`src/rtl/axil_mmio_master.sv`:
```
// axil_mmio_master
// ----------------
// AXI4-Lite initiator for single-beat MMIO reads and writes. On-FPGA logic
// issues one command at a time on a valid/ready command port and receives
// exactly one response on a valid/ready response port. A read or write that
// never gets its B/R beat is completed with a synthesized response after
// TIMEOUT_CYCLES. The late beat, if it ever arrives, is absorbed before the
// next command is accepted.
//
// Ports
//   m_axi_aclk, m_axi_aresetn : clock, asynchronous active-low reset
//   cmd_*   : command in (write flag, address, write data, strobes)
//   rsp_*   : response out (read data, AXI resp code or 2'b11, timeout flag)
//   err_count : saturating count of delivered non-OKAY responses
//   m_axi_* : AXI4-Lite master channels AW, W, B, AR, R (prot tied to 0)
module axil_mmio_master #(
  parameter int ADDR_WIDTH     = 32,
  parameter int DATA_WIDTH     = 32,
  parameter int TIMEOUT_CYCLES = 1024
) (
  input  logic                    m_axi_aclk,
  input  logic                    m_axi_aresetn,
  input  logic                    cmd_valid,
  output logic                    cmd_ready,
  input  logic                    cmd_write,
  input  logic [ADDR_WIDTH-1:0]   cmd_addr,
  input  logic [DATA_WIDTH-1:0]   cmd_wdata,
  input  logic [DATA_WIDTH/8-1:0] cmd_wstrb,
  output logic                    rsp_valid,
  input  logic                    rsp_ready,
  output logic [DATA_WIDTH-1:0]   rsp_rdata,
  output logic [1:0]              rsp_resp,
  output logic                    rsp_timeout,
  output logic [15:0]             err_count,
  output logic                    m_axi_awvalid,
  input  logic                    m_axi_awready,
  output logic [ADDR_WIDTH-1:0]   m_axi_awaddr,
  output logic [2:0]              m_axi_awprot,
  output logic                    m_axi_wvalid,
  input  logic                    m_axi_wready,
  output logic [DATA_WIDTH-1:0]   m_axi_wdata,
  output logic [DATA_WIDTH/8-1:0] m_axi_wstrb,
  input  logic                    m_axi_bvalid,
  output logic                    m_axi_bready,
  input  logic [1:0]              m_axi_bresp,
  output logic                    m_axi_arvalid,
  input  logic                    m_axi_arready,
  output logic [ADDR_WIDTH-1:0]   m_axi_araddr,
  output logic [2:0]              m_axi_arprot,
  input  logic                    m_axi_rvalid,
  output logic                    m_axi_rready,
  input  logic [DATA_WIDTH-1:0]   m_axi_rdata,
  input  logic [1:0]              m_axi_rresp
);

  // Counter wide enough to hold TIMEOUT_CYCLES itself.
  localparam int CNT_W = (TIMEOUT_CYCLES > 0) ? $clog2(TIMEOUT_CYCLES + 1) : 1;
  localparam logic [CNT_W-1:0] CNT_LIMIT = CNT_W'(TIMEOUT_CYCLES);
  localparam bit TMO_EN = (TIMEOUT_CYCLES != 0);

  typedef enum logic [2:0] {
    IDLE, WR_REQ, WR_RESP, RD_REQ, RD_RESP, RSP, DRAIN_B, DRAIN_R
  } state_e;

  state_e                  state_q, state_d;
  logic                    awvalid_q, awvalid_d;
  logic                    wvalid_q, wvalid_d;
  logic                    arvalid_q, arvalid_d;
  logic                    bready_q, bready_d;
  logic                    rready_q, rready_d;
  logic                    rsp_valid_q, rsp_valid_d;
  logic                    write_q, write_d;
  logic [ADDR_WIDTH-1:0]   addr_q, addr_d;
  logic [DATA_WIDTH-1:0]   wdata_q, wdata_d;
  logic [DATA_WIDTH/8-1:0] wstrb_q, wstrb_d;
  logic [DATA_WIDTH-1:0]   rdata_q, rdata_d;
  logic [1:0]              resp_q, resp_d;
  logic                    timed_out_q, timed_out_d;
  logic [15:0]             err_count_q, err_count_d;
  logic [CNT_W-1:0]        tmo_cnt_q, tmo_cnt_d;
  logic                    timeout_hit;

  assign timeout_hit = TMO_EN && (tmo_cnt_q == CNT_LIMIT);

  // Next-state and registered-output logic. The timeout counter is held at
  // zero outside the response-wait states, so it always starts from zero on
  // entry. A real B/R beat takes priority over an expiring timeout.
  always_comb begin
    state_d     = state_q;
    awvalid_d   = awvalid_q;
    wvalid_d    = wvalid_q;
    arvalid_d   = arvalid_q;
    bready_d    = bready_q;
    rready_d    = rready_q;
    rsp_valid_d = rsp_valid_q;
    write_d     = write_q;
    addr_d      = addr_q;
    wdata_d     = wdata_q;
    wstrb_d     = wstrb_q;
    rdata_d     = rdata_q;
    resp_d      = resp_q;
    timed_out_d = timed_out_q;
    err_count_d = err_count_q;
    tmo_cnt_d   = '0;

    case (state_q)
      IDLE: begin
        if (cmd_valid) begin
          write_d = cmd_write;
          addr_d  = cmd_addr;
          wdata_d = cmd_wdata;
          wstrb_d = cmd_wstrb;
          if (cmd_write) begin
            state_d   = WR_REQ;
            awvalid_d = 1'b1;
            wvalid_d  = 1'b1;
          end else begin
            state_d   = RD_REQ;
            arvalid_d = 1'b1;
          end
        end
      end

      // AW and W retire independently; leave once neither is outstanding.
      WR_REQ: begin
        if (awvalid_q && m_axi_awready) awvalid_d = 1'b0;
        if (wvalid_q && m_axi_wready)   wvalid_d  = 1'b0;
        if (!awvalid_d && !wvalid_d) begin
          state_d  = WR_RESP;
          bready_d = 1'b1;
        end
      end

      RD_REQ: begin
        if (arvalid_q && m_axi_arready) begin
          arvalid_d = 1'b0;
          rready_d  = 1'b1;
          state_d   = RD_RESP;
        end
      end

      WR_RESP: begin
        tmo_cnt_d = tmo_cnt_q + 1'b1;
        if (bready_q && m_axi_bvalid) begin
          bready_d    = 1'b0;
          rdata_d     = '0;
          resp_d      = m_axi_bresp;
          timed_out_d = 1'b0;
          rsp_valid_d = 1'b1;
          state_d     = RSP;
        end else if (timeout_hit) begin
          bready_d    = 1'b0;
          rdata_d     = '0;
          resp_d      = 2'b11;
          timed_out_d = 1'b1;
          rsp_valid_d = 1'b1;
          state_d     = RSP;
        end
      end

      RD_RESP: begin
        tmo_cnt_d = tmo_cnt_q + 1'b1;
        if (rready_q && m_axi_rvalid) begin
          rready_d    = 1'b0;
          rdata_d     = m_axi_rdata;
          resp_d      = m_axi_rresp;
          timed_out_d = 1'b0;
          rsp_valid_d = 1'b1;
          state_d     = RSP;
        end else if (timeout_hit) begin
          rready_d    = 1'b0;
          rdata_d     = '0;
          resp_d      = 2'b11;
          timed_out_d = 1'b1;
          rsp_valid_d = 1'b1;
          state_d     = RSP;
        end
      end

      // Errors are counted when the response is actually handed over.
      // After a timeout the slave may still owe us a beat, so drain it.
      RSP: begin
        if (rsp_ready) begin
          rsp_valid_d = 1'b0;
          if (resp_q != 2'b00 && err_count_q != 16'hFFFF)
            err_count_d = err_count_q + 16'd1;
          if (timed_out_q) begin
            state_d  = write_q ? DRAIN_B : DRAIN_R;
            bready_d = write_q;
            rready_d = !write_q;
          end else begin
            state_d = IDLE;
          end
        end
      end

      DRAIN_B: begin
        if (bready_q && m_axi_bvalid) begin
          bready_d = 1'b0;
          state_d  = IDLE;
        end
      end

      DRAIN_R: begin
        if (rready_q && m_axi_rvalid) begin
          rready_d = 1'b0;
          state_d  = IDLE;
        end
      end

      default: state_d = IDLE;
    endcase
  end

  always_ff @(posedge m_axi_aclk or negedge m_axi_aresetn) begin
    if (!m_axi_aresetn) begin
      state_q     <= IDLE;
      awvalid_q   <= 1'b0;
      wvalid_q    <= 1'b0;
      arvalid_q   <= 1'b0;
      bready_q    <= 1'b0;
      rready_q    <= 1'b0;
      rsp_valid_q <= 1'b0;
      write_q     <= 1'b0;
      addr_q      <= '0;
      wdata_q     <= '0;
      wstrb_q     <= '0;
      rdata_q     <= '0;
      resp_q      <= 2'b00;
      timed_out_q <= 1'b0;
      err_count_q <= 16'd0;
      tmo_cnt_q   <= '0;
    end else begin
      state_q     <= state_d;
      awvalid_q   <= awvalid_d;
      wvalid_q    <= wvalid_d;
      arvalid_q   <= arvalid_d;
      bready_q    <= bready_d;
      rready_q    <= rready_d;
      rsp_valid_q <= rsp_valid_d;
      write_q     <= write_d;
      addr_q      <= addr_d;
      wdata_q     <= wdata_d;
      wstrb_q     <= wstrb_d;
      rdata_q     <= rdata_d;
      resp_q      <= resp_d;
      timed_out_q <= timed_out_d;
      err_count_q <= err_count_d;
      tmo_cnt_q   <= tmo_cnt_d;
    end
  end

  assign cmd_ready     = (state_q == IDLE);
  assign rsp_valid     = rsp_valid_q;
  assign rsp_rdata     = rdata_q;
  assign rsp_resp      = resp_q;
  assign rsp_timeout   = timed_out_q;
  assign err_count     = err_count_q;
  assign m_axi_awvalid = awvalid_q;
  assign m_axi_awaddr  = addr_q;
  assign m_axi_awprot  = 3'b000;
  assign m_axi_wvalid  = wvalid_q;
  assign m_axi_wdata   = wdata_q;
  assign m_axi_wstrb   = wstrb_q;
  assign m_axi_bready  = bready_q;
  assign m_axi_arvalid = arvalid_q;
  assign m_axi_araddr  = addr_q;
  assign m_axi_arprot  = 3'b000;
  assign m_axi_rready  = rready_q;

endmodule

```
`config.mk`:
```
export PLATFORM = sky130hd
export DESIGN_NAME = axil_mmio_master
export DESIGN_NICKNAME = d
export VERILOG_FILES = /design/src/rtl/axil_mmio_master.sv
export SDC_FILE = /design/constraint.sdc
export NUM_CORES = 1
export LEC_CHECK = 0
export CAP_MARGIN = 5
export CORE_ASPECT_RATIO = 0.6
export CORE_MARGIN = 1
export CORE_UTILIZATION = 43
export CTS_BUF_LIST = sky130_fd_sc_hd__clkbuf_8
export DETAILED_ROUTE_END_ITERATION = 7
export GPL_ROUTABILITY_DRIVEN = 0
export PLACE_DENSITY = 0.83
export SKIP_CTS_REPAIR_TIMING = 1
export SYNTH_ARGS = -nofsm -noshare
export SYNTH_HDL_FRONTEND = slang
export SYNTH_SLANG_ARGS = --single-unit
```
`constraint.sdc`:
```
create_clock -name m_axi_aclk -period 2.36 [get_ports m_axi_aclk]
set_input_delay 0.354 -clock m_axi_aclk [delete_from_list [all_inputs] [get_ports m_axi_aclk]]
set_output_delay 0.354 -clock m_axi_aclk [all_outputs]
set_load 0.02 [all_outputs]
```
==> impl_metrics.ini, run 1 <==
[cts]
cts_sinks = 140
cts_root_buf = clkbuf_8
tritoncts = yes
cts_buffers = 17
htree_levels = 4
path_clk_slew_ns = 0.09
cts_buffer_depth = 2
clk-insertion-delay-late_ns = 0.42

[cells_and_area]
final_cell_mix = clkdlybuf4s50_1, dfrtp_1, mux2_2
final_util = 0.667
nets = 840
drive_gt1_frac = 0.171
final_common_cell = clkdlybuf4s50_1
fin_area_mm2 = 0.00918
antenna-diode-count = 0
syn_to_final_growth_pct = 50.2
layout.cells.non_filler = 928

[timing]
slew_headroom = 0.624
period_needed_ns = 2.20
post-route-period-util = 0.933
fmax_mhz = 454
worst_clock_skew_ns = 0.0130
rsz0062_at_grt = no
setup_viol = 0
setup_tns_ns = 0
worst_slew_pin_slew_ns = 0.564
final-hold-violation-count = 0
drv_slew = 0

[routing]
first_pass_iters = 4
vias_per_cell = 4.98
wirelength_um = 16600
wire_per_inst_um = 17.8
ant_nets = 0
first_iter_violations = 227
vias = 4625
post-route-drc-count = 0

[critical_path]
cp.required_ns = 2.01
crit_arrival_ns = 1.85
critPathKind = reg2out
critPathMaxFanout = 11
cp-end-kind = output pin
cp-start-kind = flip-flop

[global_routing]
grt_overflow_total = 0
grt_use_total = 0.230
grt_pass1_vias = 4667
grt_max_degree = 61
antenna_found_initial = 3
grt_pass1_wl_um = 25400

[synthesis]
post-synth-top-area-cell = dfrtp_1
synth-edff-count = 0
synth_area_mm2 = 0.00611
synth_top_area_share = 0.574
ys_types = 52
synth_cells = 472
yosys_warnings = 0
avgSynthCellArea_um2 = 12.9
yosysSeqAreaShare = 0.574
async_flop_share = 1.00
synth_area_leaders = dfrtp_1, mux2_2, buf_4
synth_ff_type = dfrtp_1
synth_seq_cells = 140

[power]
p_seq_frac = 0.330
clockPowerShare = 0.154
combPwrFrac = 0.516
p_switching_mw = 4.74
cellPowerDensity_mw_per_mm2 = 1330
sw_frac_of_total = 0.388
vdd_drop_max_mv = 0.592
p_leak_nw = 3.83
internal_power_mw = 7.46
p_total_mw = 12.2

[floorplan]
die_width_um = 156
core_area_mm2 = 0.0137
dieArea_mm2 = 0.0147
start_util = 0.444
ioPinCount = 278
num_rows = 33
die_y_um = 94.3

[placed_design]
place_area_mm2 = 0.00878
port_buffers = 271
dp_cells = 895
dpl.hpwl_um = 12400

[job]
max-cap-violations = 0

[hold_path]
hold_path.class = in2async

[status]
status = finished, final reports clean
through the flow:
step | hold slack [ns] | worst slack [ns]
2_1_floorplan | 0.0584 | 0.338
3_3_place_gp | 0.353 | 0.183
3_5_place_dp | 0.366 | 0.127
4_1_cts | -0.109 | 0.118
5_1_grt | 0.467 | 0.0400
6_report | 0.454 | 0.159
per-layer routing:
layer / share of wire / vias to the layer above / global-route usage
li1: - / 2138 / -
met3: 0.084 / 24 / 0.0950
met5: 0.0022 / - / 0
met4: 0.011 / 6 / 0.0539
met2: 0.48 / 205 / 0.376
met1: 0.43 / 2252 / 0.284
worst paths after layout:
check,startpoint,endpoint,slack (ns),cells after the start
worst max-delay path,state_q[2]$_DFFE_PN0P_,cmd_ready,0.16,2
worst min-delay path,m_axi_aresetn,rsp_rdata[15]$_DFFE_PN0P_,0.45,2
worst max register to register,state_q[2]$_DFFE_PN0P_,rsp_rdata[8]$_DFFE_PN0P_,0.32,6
worst min register to register,tmo_cnt_q[0]$_DFF_PN0_,tmo_cnt_q[0]$_DFF_PN0_,0.51,1
max in group asynchronous,m_axi_aresetn,m_axi_wdata[14]$_DFFE_PN0P_,1.13,3
min in group m_axi_aclk,tmo_cnt_q[0]$_DFF_PN0_,tmo_cnt_q[0]$_DFF_PN0_,0.51,1
worst max-delay path, stage by stage, from the launching register on:
cell and delay (ns):
dfrtp_1 0.51, nor3_1 0.25, clkdlybuf4s50_1 0.67
layout make-up:
class | count | area [um2]
Clock buffer | 19 | 262
Clock inverter | 13 | 129
Multi-Input combinational cell | 272 | 2180
Sequential cell | 140 | 3500
Timing Repair Buffer | 285 | 2830
Fill cell | 1029 | 4570
Inverter | 7 | 26.3
Tap cell | 192 | 240
registers in the layout, summed over array words and instances, names as in the netlist:
register	cells
rsp_rdata	32
rsp_timeout	1
rsp_resp	2
m_axi_bready	1
m_axi_araddr	32
m_axi_wstrb	4
tmo_cnt_q	11
m_axi_wvalid	1
write_q	1
state_q	3
m_axi_awvalid	1
m_axi_arvalid	1
rsp_valid	1
m_axi_wdata	32
m_axi_rready	1
err_count	16
cell families (layout without fill, tap and decap cells):
kind of cell	after synthesis	in the layout	synth area share
mux	71	71	0.131
compound gates	73	73	0.0938
simple gates	96	96	0.0895
other cells	1	6	0.000614
xor+xnor	23	23	0.0330
buf+inv	65	324	0.0727
fa+ha+maj	3	3	0.00615
flops	140	140	0.574
power groups by stage:
| stage | clock, mW | combinational [mW] | sequential [mW] |
|---|---|---|---|
| after floorplan | 0 | 2.61 | 5.02 |
| after global placement | 0 | 6.18 | 4.00 |
| after detailed placement | 0 | 6.35 | 4.05 |
| after CTS | 1.93 | 6.36 | 4.03 |
| after global routing | 2.06 | 6.64 | 4.15 |
| final | 1.87 | 6.30 | 4.03 |
synthesized netlist by cell type (2+ instances only):
cell type,count
nand2_1,16
and4_1,2
buf_4,46
dfrtp_1,140
a22oi_1,2
nand3b_1,2
nand3_1,13
nand2b_1,7
a21oi_1,16
a31oi_1,2
ha_1,3
o21ai_0,3
mux2_2,69
buf_2,4
xor2_1,8
a21oi_2,2
buf_6,3
nor2_1,25
o21a_1,3
clkbuf_1,5
nand4_1,5
a22o_1,32
xnor2_1,15
nor4b_1,3
inv_1,7
nor2b_1,2
nor4_1,5
a211oi_1,4
and3_1,5
(Power assumes the default switching activity.)
==> inputs of run 2 (changes only) <==
--- a/config.mk
+++ b/config.mk
@@ -8,11 +8,11 @@
 export CAP_MARGIN = 5
 export CORE_ASPECT_RATIO = 0.6
 export CORE_MARGIN = 1
-export CORE_UTILIZATION = 43
+export CORE_UTILIZATION = 45
 export CTS_BUF_LIST = sky130_fd_sc_hd__clkbuf_8
 export DETAILED_ROUTE_END_ITERATION = 7
+export DONT_BUFFER_PORTS = 1
 export GPL_ROUTABILITY_DRIVEN = 0
-export PLACE_DENSITY = 0.83
 export SKIP_CTS_REPAIR_TIMING = 1
 export SYNTH_ARGS = -nofsm -noshare
 export SYNTH_HDL_FRONTEND = slang
==> constraint.sdc (replaced) <==
create_clock -name m_axi_aclk -period 2.36 [get_ports m_axi_aclk]
set_input_delay 0.354 -clock m_axi_aclk [delete_from_list [all_inputs] [get_ports m_axi_aclk]]
set_output_delay 0.354 -clock m_axi_aclk [all_outputs]
set_load 0.005 [all_outputs]
==> run 2 against run 1 <==
The flow now finishes with violations (DRC, hold timing); count of clock-buffer cells in the layout shrank 2; sequential power grew 6.2%; die area shrank 4.4%; global-route usage shrank 4.4 points; clock power shrank 5%; worst setup slack gained 0.23 ns; cell count shrank 32%; sequential cell count is the same; final area shrank 30%; wire length shrank 23%; via count shrank 23%; critical endpoint is now err_count[12]$_DFFE_PN0P_.
==> impl_metrics.ini, run 2 (synthesis gave the netlist of run 1 again) <==
[cells_and_area]
drive_gt1_frac = 0.258
final_cell_mix = dfrtp_1, mux2_2, a22o_1
final_common_cell = dfrtp_1
nets = 566
syn_to_final_growth_pct = 4.73
antenna-diode-count = 0
final_util = 0.490

[timing]
setup_viol = 0
drv_slew = 0
slew_headroom = 0.621
final-hold-violation-count = 140
hold_ws_ns = -0.380
rsz0062_at_grt = no
setup_tns_ns = 0
period_needed_ns = 1.97
worst_slew_pin_slew_ns = 0.563
post-route-period-util = 0.836
timing.final.ws_setup_ns = 0.388
worst_clock_skew_ns = 0.0133
fmax_mhz = 507

[critical_path]
critPathKind = reg2reg
path_buf_inv = 0
cpLargestDelayFamily = simple AND/OR/NAND/NOR gates
reg2regPathDepth = 6
slowest_stage = dfrtp_1
slowest_delay_ns = 0.48
path_depth = 6
cp-start-kind = flip-flop
r2r-start = err_count[1]$_DFFE_PN0P_
critPathMaxFanout = 6
crit_start = err_count[1]$_DFFE_PN0P_
cp.required_ns = 2.67
cp-end-kind = flip-flop
crit_chain = ha_1 > nand2_1 > nor4_1 > and3_1 > nand4_1 > xnor2_1
crit_arrival_ns = 2.28

[routing]
ant_nets = 0
post-route-drc-count = 14
vias = 3555
wire_per_inst_um = 20.1
first_pass_iters = 6
first_iter_violations = 162
vias_per_cell = 5.63
wirelength_um = 12700

[power]
p_total_mw = 8.19
vdd_drop_max_mv = 0.514
cellPowerDensity_mw_per_mm2 = 1280
p_leak_nw = 2.78

[global_routing]
grt_overflow_total = 0
grt_pass1_wl_um = 20000
grt_pass1_vias = 3621
grt_max_degree = 141
grt_use_total = 0.186
antenna_found_initial = 0

[cts]
htree_levels = 4
cts_sinks = 140
path_clk_slew_ns = 0.09
clk-insertion-delay-late_ns = 0.42
cts_buffer_depth = 2
cts_buffers = 17
cts_root_buf = clkbuf_8
tritoncts = yes

[placed_design]
port_buffers = 0
dpl_worst_slack_ns = 0.372
dpl.hpwl_um = 8920

[floorplan]
num_rows = 32
ioPinCount = 278
die_width_um = 152
dieArea_mm2 = 0.0141
core_area_mm2 = 0.0131
start_util = 0.468
die_y_um = 92.2

[hold_path]
hold_path.class = in2async

[status]
status = finished with violations
violations = DRC, hold timing

[job]
max-cap-violations = 0
## run 2: cell count changes in the layout (fill, tap and decap cells not counted)
cell | before | now
clkdlybuf4s50_1 | 270 | 0
buf_4 | 12 | 7
clkinv_2 | 0 | 3
clkbuf_8 | 19 | 17
inv_1 | 7 | 9
inv_6 | 5 | 3
buf_12 | 1 | 2
buf_6 | 1 | 0
clkinvlp_4 | 5 | 4
dlygate4sd3_1 | 1 | 2
## run 2: worst register-to-register path, stage by stage (launching register included)
cell and delay, ns:
dfrtp_1 0.48, ha_1 0.24, nand2_1 0.11, nor4_1 0.46
and3_1 0.32, nand4_1 0.13, xnor2_1 0.14
## run 2: final cells by class
class	instances	area, um2
Fill cell	1116	6660
Sequential cell	140	3500
Multi-Input combinational cell	272	2180
Clock buffer	17	234
Tap cell	170	213
Clock inverter	15	126
Timing Repair Buffer	11	113
Inverter	7	26.3
## run 2: worst paths after layout
check                                                  end  slack, ns
worst max register to register   err_count[12]$_DFFE_PN0P_       0.39
worst min-delay path            m_axi_wdata[4]$_DFFE_PN0P_      -0.38
min in group m_axi_aclk          rsp_rdata[27]$_DFFE_PN0P_       0.07
worst max-delay path             err_count[12]$_DFFE_PN0P_       0.39
worst min register to register      tmo_cnt_q[0]$_DFF_PN0_       0.49
max in group asynchronous         err_count[7]$_DFFE_PN0P_       2.54
## run 2: where the power goes
| part | switching [mW] | total [mW] | internal [mW] | leakage (nW) |
|---|---|---|---|---|
| logic | 0.977 | 2.14 | 1.16 | 0.841 |
| clock network | 0.940 | 1.77 | 0.831 | 0.181 |
| registers | 0.935 | 4.28 | 3.34 | 1.76 |
| total | 2.85 | 8.19 | 5.34 | 2.78 |
## run 2: per-layer routing
| metal | routed length [um] | GRT usage |
|---|---|---|
| met5 | 0 | 0 |
| met4 | 69 | 0.0497 |
| met3 | 1220 | 0.0733 |
| met2 | 5830 | 0.278 |
| met1 | 5590 | 0.250 |
## run 2: per-stage QoR
stage	cell area [um2]	std cells
after floorplan	6130	477
after global placement	6020	598
after detailed placement	6020	598
after CTS	6380	630
after global routing	6400	632
final	6400	632
==> inputs of run 3 (changes only) <==
==> constraint.sdc (replaced) <==
create_clock -name m_axi_aclk -period 1.6 [get_ports m_axi_aclk]
set_input_delay 0.24 -clock m_axi_aclk [delete_from_list [all_inputs] [get_ports m_axi_aclk]]
set_output_delay 0.24 -clock m_axi_aclk [all_outputs]
set_load 0.005 [all_outputs]
==> run 3 against run 2 <==
The flow finishes with violations (DRC, hold timing, setup timing); final area grew 29%; die area is the same; largest power group unchanged; clock skew grew 0.0054 ns; sequential power grew 49%; largest cell class unchanged; highest routed layer unchanged; fmax grew 15%; worst setup slack lost 0.50 ns; non-clock buffer count grew 153; cell count grew 25%.
==> impl_metrics.ini, run 3 (synthesis gave the netlist of run 1 again) <==
[global_routing]
grt_max_degree = 141
grt_use_total = 0.196
grt_overflow_total = 0
antenna_found_initial = 0
grt_pass1_wl_um = 21000
grt_pass1_vias = 3771

[cts]
tritoncts = yes
cts_buffers = 17
cts_buffer_depth = 2
htree_levels = 4
clk-insertion-delay-late_ns = 0.44
cts_sinks = 140
cts_root_buf = clkbuf_8
path_clk_slew_ns = 0.08

[routing]
vias_per_cell = 5.38
post-route-drc-count = 17
first_iter_violations = 192
first_pass_iters = 8
ant_nets = 0
wire_per_inst_um = 20.9
wirelength_um = 16500
vias = 4236

[critical_path]
r2r-end = m_axi_wdata[30]$_DFFE_PN0P_
cp-start-kind = flip-flop
reg2regPathDepth = 5
crit_arrival_ns = 2.02
r2r-start = state_q[2]$_DFFE_PN0P_
cp.required_ns = 1.92
critPathMaxFanout = 19
cp-end-kind = flip-flop
reg2reg_setup_slack_ns = -0.11
critPathKind = reg2reg
crit_start = state_q[2]$_DFFE_PN0P_

[status]
violations = DRC, hold timing, setup timing
status = finished with violations

[timing]
fmax_mhz = 585
timing.final.ws_setup_ns = -0.109
setup_viol = 108
post-route-period-util = 1.07
hold_ws_ns = -0.502
worst_clock_skew_ns = 0.0187
rsz0062_at_grt = yes
final-hold-violation-count = 140
drv_slew = 0
period_needed_ns = 1.71

[power]
combPwrFrac = 0.355
internal_power_mw = 8.99
clockPowerShare = 0.192
vdd_drop_max_mv = 0.657
cellPowerDensity_mw_per_mm2 = 1710
p_seq_frac = 0.454
sw_frac_of_total = 0.360
p_leak_nw = 3.65
p_switching_mw = 5.05

[cells_and_area]
final_cell_mix = dfrtp_1, dlygate4sd3_1, buf_4
drive_gt1_frac = 0.325
layout.cells.non_filler = 788
final_common_cell = dfrtp_1
nets = 722
multi_input_area_mm2 = 0.00253
final_util = 0.630
seqCellArea_mm2 = 0.00350
antenna-diode-count = 0
syn_to_final_growth_pct = 34.7
num-fill-cells = 956

[floorplan]
start_util = 0.468
core_area_mm2 = 0.0131
die_width_um = 152
dieArea_mm2 = 0.0141
ioPinCount = 278
die_y_um = 92.2
num_rows = 32

[placed_design]
port_buffers = 0
dpl.hpwl_um = 9610
dpl_worst_slack_ns = -0.126
dp_cells = 644

[hold_path]
hold_path.class = in2async

[job]
max-cap-violations = 0
-- run 3: per-stage QoR --
stage | TNS, ns | instance area, um2 | total power, mW
2_1_floorplan | -1.53 | 6170 | 9.28
3_3_place_gp | -2.72 | 6410 | 9.94
3_5_place_dp | -7.70 | 6410 | 10.1
4_1_cts | -7.67 | 6780 | 12.8
5_1_grt | -16.07 | 8230 | 14.9
6_report | -6.07 | 8230 | 14.0
-- run 3: worst max-delay path, stage by stage (launching register included) --
cell and delay [ns]:
dfrtp_2 0.44, buf_6 0.13, nor3_4 0.17, and2_4 0.26, buf_12 0.21, mux2_2 0.37
-- run 3: routing by layer --
metal / part of all wire / GRT usage
met1: 0.42 / 0.240
met2: 0.50 / 0.321
met3: 0.077 / 0.0822
met4: 0.0064 / 0.0455
met5: 0 / 0
-- run 3: power by group through the flow --
| stage | combinational (mW) | sequential [mW] | clock, mW |
|---|---|---|---|
| after global routing | 5.41 | 6.51 | 2.96 |
| after detailed placement | 3.77 | 6.35 | 0 |
| after floorplan | 3.37 | 5.91 | 0 |
| after global placement | 3.61 | 6.33 | 0 |
| final | 4.98 | 6.36 | 2.69 |
| after CTS | 3.77 | 6.30 | 2.77 |
-- run 3: area by class of cell --
class,instances,area share
timing repair buffer,164,0.193
clock buffer,18,0.0301
inverter,7,0.00319
sequential,140,0.426
clock inverter,14,0.0152
multi-input combinational,275,0.307
tap,170,0.0258
-- run 3: worst max path at each step --
| stage | slack, ns | endpoint | cells past startpoint |
|---|---|---|---|
| 5_1_grt | -0.20 | m_axi_wdata[30]$_DFFE_PN0P_ | 5 |
| 3_3_place_gp | -0.11 | m_axi_bready$_DFFE_PN0P_ | 7 |
| 6_report | -0.11 | m_axi_wdata[30]$_DFFE_PN0P_ | 5 |
| 4_1_cts | -0.13 | m_axi_rready$_DFFE_PN0P_ | 6 |
| 3_5_place_dp | -0.13 | m_axi_rready$_DFFE_PN0P_ | 6 |
| 2_1_floorplan | -0.04 | err_count[15]$_DFFE_PN0P_ | 5 |
